[src/rtl/img2col_sipo_loader.sv]
// img2col serial-in / parallel-out window loader.
// Packs REG_NUM pixels into a vector held until the consumer acknowledges it.
module img2col_sipo_loader #(
  parameter  int DATA_WIDTH = 16,
  parameter  int REG_NUM    = 20,
  localparam int CW         = $clog2(REG_NUM + 1)
) (
  input  logic                  clk,
  input  logic                  nrst,
  input  logic                  in_valid,
  input  logic [DATA_WIDTH-1:0] in_data,
  output logic                  in_ready,
  input  logic                  flush,
  output logic [DATA_WIDTH-1:0] out_vec [REG_NUM],
  output logic                  out_valid,
  input  logic                  out_ack,
  output logic [CW-1:0]         fill_cnt,
  output logic                  padded
);

  typedef enum logic {
    S_FILL = 1'b0,
    S_FULL = 1'b1
  } state_t;

  state_t                r_state;
  logic [DATA_WIDTH-1:0] r_vec [REG_NUM];
  logic [CW-1:0]         r_fill_cnt;
  logic                  r_out_valid;
  logic                  r_in_ready;
  logic                  r_padded;

  logic                  w_beat;
  logic                  w_last;
  logic [CW-1:0]         w_eff;
  logic                  w_flush_act;

  assign w_beat = in_valid & r_in_ready;
  assign w_last = (r_fill_cnt == CW'(REG_NUM - 1));
  assign w_eff  = r_fill_cnt + CW'(w_beat);

  // Empty vectors are never emitted; a beat in the same cycle counts.
  assign w_flush_act = flush
                     & (r_state == S_FILL)
                     & (w_eff != '0);

  always_ff @(posedge clk or negedge nrst) begin
    if (!nrst) begin
      r_state     <= S_FILL;
      r_fill_cnt  <= '0;
      r_out_valid <= 1'b0;
      r_in_ready  <= 1'b0;
      r_padded    <= 1'b0;
      for (int i = 0; i < REG_NUM; i++) begin
        r_vec[i] <= '0;
      end
    end else begin
      unique case (r_state)
        S_FILL: begin
          for (int i = 0; i < REG_NUM; i++) begin
            if (w_beat && (r_fill_cnt == CW'(i))) begin
              r_vec[i] <= in_data;
            end else if (w_flush_act && (CW'(i) >= w_eff)) begin
              r_vec[i] <= '0;
            end
          end
          r_in_ready <= 1'b1;
          if (w_beat && w_last) begin
            r_state     <= S_FULL;
            r_fill_cnt  <= CW'(REG_NUM);
            r_out_valid <= 1'b1;
            r_in_ready  <= 1'b0;
            r_padded    <= 1'b0;
          end else if (w_flush_act) begin
            r_state     <= S_FULL;
            r_fill_cnt  <= w_eff;
            r_out_valid <= 1'b1;
            r_in_ready  <= 1'b0;
            r_padded    <= 1'b1;
          end else begin
            r_fill_cnt  <= w_eff;
          end
        end
        S_FULL: begin
          // Vector stays frozen past the PIPO negedge sample of the ack cycle.
          if (out_ack) begin
            r_state     <= S_FILL;
            r_fill_cnt  <= '0;
            r_out_valid <= 1'b0;
            r_in_ready  <= 1'b1;
            r_padded    <= 1'b0;
          end
        end
        default: begin
          r_state <= S_FILL;
        end
      endcase
    end
  end

  assign out_vec   = r_vec;
  assign out_valid = r_out_valid;
  assign in_ready  = r_in_ready;
  assign fill_cnt  = r_fill_cnt;
  assign padded    = r_padded;

endmodule
[config.mk]
export PLATFORM = sky130hd
export DESIGN_NAME = img2col_sipo_loader
export DESIGN_NICKNAME = d
export VERILOG_FILES = /design/src/rtl/img2col_sipo_loader.sv
export SDC_FILE = /design/constraint.sdc
export NUM_CORES = 1
export LEC_CHECK = 0
export CORE_MARGIN = 10
export CORE_UTILIZATION = 36
export DETAILED_ROUTE_END_ITERATION = 16
export SYNTH_ARGS = -nofsm -noshare
export SYNTH_HDL_FRONTEND = slang
export SYNTH_SLANG_ARGS = --single-unit
[constraint.sdc]
create_clock -name clk -period 6.8 [get_ports clk]
set_clock_uncertainty 0.15 [all_clocks]
set_input_delay 1.36 -clock clk [delete_from_list [all_inputs] [get_ports clk]]
set_output_delay 1.36 -clock clk [all_outputs]
set_load 0.01 [all_outputs]
==> flow_metrics.tcl, run 1 <==
set metrics [dict create \
    outcome "finished, final reports clean" \
    relSlewSlack 0.0959 \
    grt_pass1_wl_um 86000 \
    worst_setup_path_start_kind "input pin" \
    area_growth_pct 34.1 \
    critPathTopFamily "simple AND/OR/NAND/NOR gates" \
    cts-htree-levels 2 \
    cp.depth 9 \
    ir_worst_vdd_uv 208 \
    finalNetCount 1793 \
    cp.required_ns 7.04 \
    post-cts-setup-buffers 0 \
    drt.antenna.violating_nets 0 \
    wl_per_cell_um 24.8 \
    cts_resized 0 \
    postSynthCellCount 1476 \
    tightest_slew_ns 1.35 \
    place_area_um2 18400 \
    grt_max_degree 157 \
    ios 349 \
    viasPerCell 5.49 \
    die_height_um 222 \
    ys.flop_type "dfrtp_1" \
    hp-class "reg2reg" \
    n_antenna_cell 0 \
    cts_hold_buf 0 \
    worstPathCellList "clkdlybuf4s50_1 -> and2_1 -> ha_1 -> ha_1 -> and3_4 -> xnor2_2 -> a31oi_2 -> or2_0 -> o22ai_1" \
    hold_depth 1 \
    cp-endpoint "out_vec[152]" \
    synth_area_leaders "dfrtp_1 56%, nand2_1 9.3%, o21ai_0 4.8%, a22oi_1 4.2%, a21oi_1 3.1%" \
    rr_startpoint "fill_cnt[0]" \
    power_leakage_nw 8.42 \
    p_per_area_nw_per_um2 350 \
    synth_edf_count 0 \
    first_global_vias 12600 \
    clockBufferDepth 3 \
    rows 73 \
    path_buf_inv 1 \
    coreArea_um2 40000 \
    r2r_setup_slack_ns 2.65 \
    place.gp.congestion 0.900 \
    dp_hpwl_um 37900 \
    async_flop_share 1.00 \
    cts.sinks 329 \
    start_util 0.366 \
    fmax_ghz 0.205 \
    worst_r2r_endpoint "out_vec[152]" \
    syn-cell-area_um2 14600 \
    gr-total-overflow 0 \
    drt_iter0_drc 1231 \
    seq_area_frac_synth 0.562 \
    cp_max_fo 17 \
    worst_slack_ns 1.93 \
    yosys.area.top_type "dfrtp_1" \
    period_minus_slack_ns 4.87 \
    die_w_um 222 \
    rsz0062_at_grt "no" \
    cp_common_cell "ha_1" \
    reg2regPathDepth 7 \
    wl_um 57600 \
    clk_latency_ns 0.55 \
    end_kind "flip-flop" \
    finalHoldViolations 0 \
    avgSynthCellArea_um2 9.92 \
    crit_slowest_cell "or2_0" \
    startpoint "in_valid" \
    ys_types 79 \
    num_vias 12800 \
    portBuffers 348 \
    setup_tns_ns 0 \
    worstSetupPathType "in2reg" \
    drive_gt1_frac 0.0934 \
    ys_warn_count 0 \
    slew_viol_final 0 \
    syn_nets 1499 \
    arrival_ns 5.11 \
    worst_path_largest_cell_delay_ns 0.77 \
    antenna_found_initial 0 \
    timing.final.crit_share 0.716 \
    cts_tree "yes" \
    setup_viol 0 \
    yosys_register_bits 329 \
    post-route-util 0.491 \
    dpl_worst_slack_ns 1.42 \
    drc_errors 0 \
    cts_root_buffer "clkbuf_16" \
    maxCapViolCount 0 \
    finalPower_w 0.00687 \
    clk_transition_reported_paths_ns 0.06 \
    synth_top_area_share 0.562 \
    dieArea_um2 49100 \
    grt_usage 0.225 \
    drt_first_pass_iters 5 \
    final_cell_area_um2 19600 \
    cts_buffers 39 \
]
-- report_power, final --
part | leakage, nW | total (W) | internal, W | switching, W
Clock | 0.624 | 0.00210 | 0.00124 | 0.000858
Combinational | 3.49 | 0.00218 | 0.000988 | 0.00119
Sequential | 4.31 | 0.00260 | 0.00227 | 0.000328
Total | 8.42 | 0.00687 | 0.00450 | 0.00238
-- registers in the layout, summed over array words and instances, names as in the netlist --
name	flops
out_vec	320
in_ready	1
padded	1
fill_cnt	5
r_state	1
out_valid	1
-- per-layer routing --
metal	GRT usage	share of wire	vias up	wire (um)
met1	0.293	0.42	6408	24000
met5	0	0	-	0
met4	0.0890	0.038	0	2190
met3	0.0741	0.097	102	5600
met2	0.338	0.45	537	25900
li1	-	-	5707	-
-- synthesized netlist by cell type (3+ instances only) --
cell,n
nor2b_1,9
nand3_1,9
o31ai_1,4
nor2_2,4
nand4_1,4
dfrtp_1,329
o22ai_1,19
and2_1,4
nor3_2,6
inv_1,5
a21oi_1,91
buf_4,10
o21ai_2,11
clkbuf_2,3
clkbuf_1,50
buf_2,46
nand2_1,362
o21ai_1,33
buf_6,11
a22oi_1,81
nor2_1,64
or2_2,3
mux2i_1,33
o21ai_0,140
nor3_1,22
a22o_1,32
mux2_2,17
buf_1,3
o21a_1,4
nand2b_1,3
-- cell families (layout without fill, tap and decap cells) --
| group | after synthesis | in the layout | share of synthesized area |
|---|---|---|---|
| simple gates | 518 | 518 | 0.156 |
| compound gates | 441 | 441 | 0.192 |
| flops | 329 | 329 | 0.562 |
| buf+inv | 130 | 452 | 0.0465 |
| mux | 52 | 52 | 0.0375 |
| xor+xnor | 4 | 4 | 0.00342 |
| fa+ha+maj | 2 | 2 | 0.00171 |
-- layout by cell type, fill, tap and decap left out, types with 8 or more instances in the layout --
cell type | synthesis | layout
nand2_1 | 362 | 362
clkdlybuf4s50_1 | 0 | 347
dfrtp_1 | 329 | 328
o21ai_0 | 140 | 140
a21oi_1 | 91 | 91
a22oi_1 | 81 | 81
nor2_1 | 64 | 64
clkbuf_16 | 0 | 40
mux2i_1 | 33 | 33
o21ai_1 | 33 | 33
a22o_1 | 32 | 32
buf_4 | 10 | 28
nor3_1 | 22 | 20
o22ai_1 | 19 | 19
mux2_2 | 17 | 17
o21ai_2 | 11 | 11
clkbuf_1 | 50 | 11
nand3_1 | 9 | 9
nor2b_1 | 9 | 9
nor3_2 | 6 | 8
-- stage by stage --
step / hold WS [ns] / cells
floorplan: 0.382 / 1476
global placement: 0.333 / 2254
detailed placement: 0.338 / 2254
CTS: 0.351 / 2323
global route: 0.369 / 2323
finish: 0.350 / 2323
-- area by class of cell --
cell class | instances | area [um^2]
Fill cell | 3679 | 20400
Sequential cell | 329 | 8240
Multi-Input combinational cell | 1017 | 5730
Timing Repair Buffer | 377 | 3720
Clock buffer | 58 | 1140
Tap cell | 525 | 657
Clock inverter | 11 | 128
Inverter | 6 | 22.5
-- worst min path at each step --
stage	start	endpoint	slack [ns]
floorplan	padded	padded	0.38
finish	out_vec[301]	out_vec[301]	0.35
global route	out_vec[280]	out_vec[280]	0.37
global placement	out_vec[274]	out_vec[274]	0.33
detailed placement	out_vec[277]	out_vec[277]	0.34
CTS	out_vec[301]	out_vec[301]	0.35
No activity file was read; power rests on OpenSTA's default activity.
==> run 2: changes to the inputs <==
Clock period 6.8 ns to 4.6 ns, I/O delays scaled along.
==> flow_metrics.tcl, run 2 (same netlist as run 1, synthesis figures left out) <==
set metrics [dict create \
    wl_um 56800 \
    cts-htree-levels 2 \
    power_leakage_nw 8.56 \
    finalHoldViolations 0 \
    grt_pass1_wl_um 84700 \
    clk_transition_reported_paths_ns 0.06 \
    holdWs_ns 0.309 \
    cts_hold_buf 0 \
    n_antenna_cell 0 \
    top_usage_layer "met2" \
    ios 349 \
    p_per_area_nw_per_um2 506 \
    layout_commonest_cell "nand2_1" \
    final_cell_mix "362 x nand2_1, 347 x clkdlybuf4s50_1, 328 x dfrtp_1" \
    cts_resized 0 \
    cp_max_fo 16 \
    grt_use_met2 0.333 \
    die_height_um 222 \
    place.gp.congestion 0.893 \
    area_growth_pct 35.4 \
    timing.final.crit_share 0.796 \
    setup_tns_ns 0 \
    wl_per_cell_um 24.1 \
    drc_errors 0 \
    die_w_um 222 \
    maxCapViolCount 0 \
    first_global_vias 12600 \
    outcome "finished, final reports clean" \
    drt.antenna.violating_nets 0 \
    clk_latency_ns 0.51 \
    cts.sinks 329 \
    ir_worst_vdd_uv 265 \
    use_met1 0.283 \
    viasPerCell 5.45 \
    start_util 0.366 \
    drive_gt1_frac 0.109 \
    portBuffers 348 \
    num_vias 12800 \
    rows 73 \
    cts_tree "yes" \
    antenna_found_initial 1 \
    dieArea_um2 49100 \
    rsz0062_at_grt "no" \
    slew_viol_final 0 \
    finalPower_w 0.0100 \
    finalNetCount 1828 \
    hp-class "in2async" \
    cts_root_buffer "clkbuf_16" \
    period_minus_slack_ns 3.66 \
    dp_hpwl_um 38300 \
    gr-total-overflow 0 \
    grt_max_degree 109 \
    drt_first_pass_iters 5 \
    post-cts-setup-buffers 0 \
    worst_setup_path_start_kind "input pin" \
    setup_viol 0 \
    worstSetupPathType "in2reg" \
    relSlewSlack 0.341 \
    fmax_ghz 0.273 \
    cp.required_ns 4.90 \
    end_kind "flip-flop" \
    tightest_slew_ns 0.989 \
    arrival_ns 3.96 \
    coreArea_um2 40000 \
    dpl_worst_slack_ns 0.389 \
    largest_reg_flops 320 \
    grt_usage 0.221 \
    cts_buffers 37 \
    clockBufferDepth 3 \
    worst_slack_ns 0.937 \
    drt_iter0_drc 1136 \
    grt.met3_usage 0.0796 \
]
-- run 2: cell types whose count changed in the layout (fill, tap and decap cells not counted), sizes merged --
| cell | delta |
|---|---|
| clkbuf | -3 |
| bufinv | -1 |
| buf | +37 |
| inv | -2 |
-- run 2: worst max-delay path, cell delays in order --
cell	delay (ns)
clkdlybuf4s50_1	0.54
and2_1	0.19
ha_1	0.29
ha_1	0.47
inv_1	0.19
nor2_1	0.08
or2_2	0.32
a41oi_2	0.70
a22o_1	0.23
-- run 2: per-layer routing --
layer  share of wire  vias to the layer above
li1                -                     5778
met3            0.10                       93
met4           0.039                        0
met2            0.45                      569
met5               0                        -
met1            0.41                     6385
-- run 2: report_power, final --
group | switching (W) | leakage (nW) | internal [W] | total (W)
Combinational | 0.00179 | 3.68 | 0.00153 | 0.00333
Clock | 0.00120 | 0.575 | 0.00169 | 0.00289
Sequential | 0.000447 | 4.31 | 0.00336 | 0.00381
-- run 2: final cells by class --
type                            count  area, um^2
Timing Repair Buffer              414        4010
Clock inverter                      8        80.1
Fill cell                        3674       20200
Inverter                            6        22.5
Tap cell                          525         657
Multi-Input combinational cell   1017        5730
Clock buffer                       55        1080
Sequential cell                   329        8240
-- run 2: worst paths after layout --
check	endpoint	depth (start not counted)	from	slack [ns]
max in group asynchronous	out_vec[292]	2	nrst	3.00
setup / recovery	out_vec[274]	9	in_valid	0.94
hold reg to reg	out_vec[289]	1	out_vec[289]	0.35
min in group clk	out_vec[289]	1	out_vec[289]	0.35
setup reg to reg	out_vec[130]	5	fill_cnt[3]	1.41
hold / removal	out_vec[101]	1	nrst	0.31
-- run 2: per-stage QoR --
stage	utilization	cells	cell area (um^2)
after floorplan	-	1476	14600
after global routing	0.496	2354	19800
final	0.496	2354	19800
after detailed placement	0.466	2291	18700
after global placement	0.466	2291	18700
after CTS	0.496	2354	19800
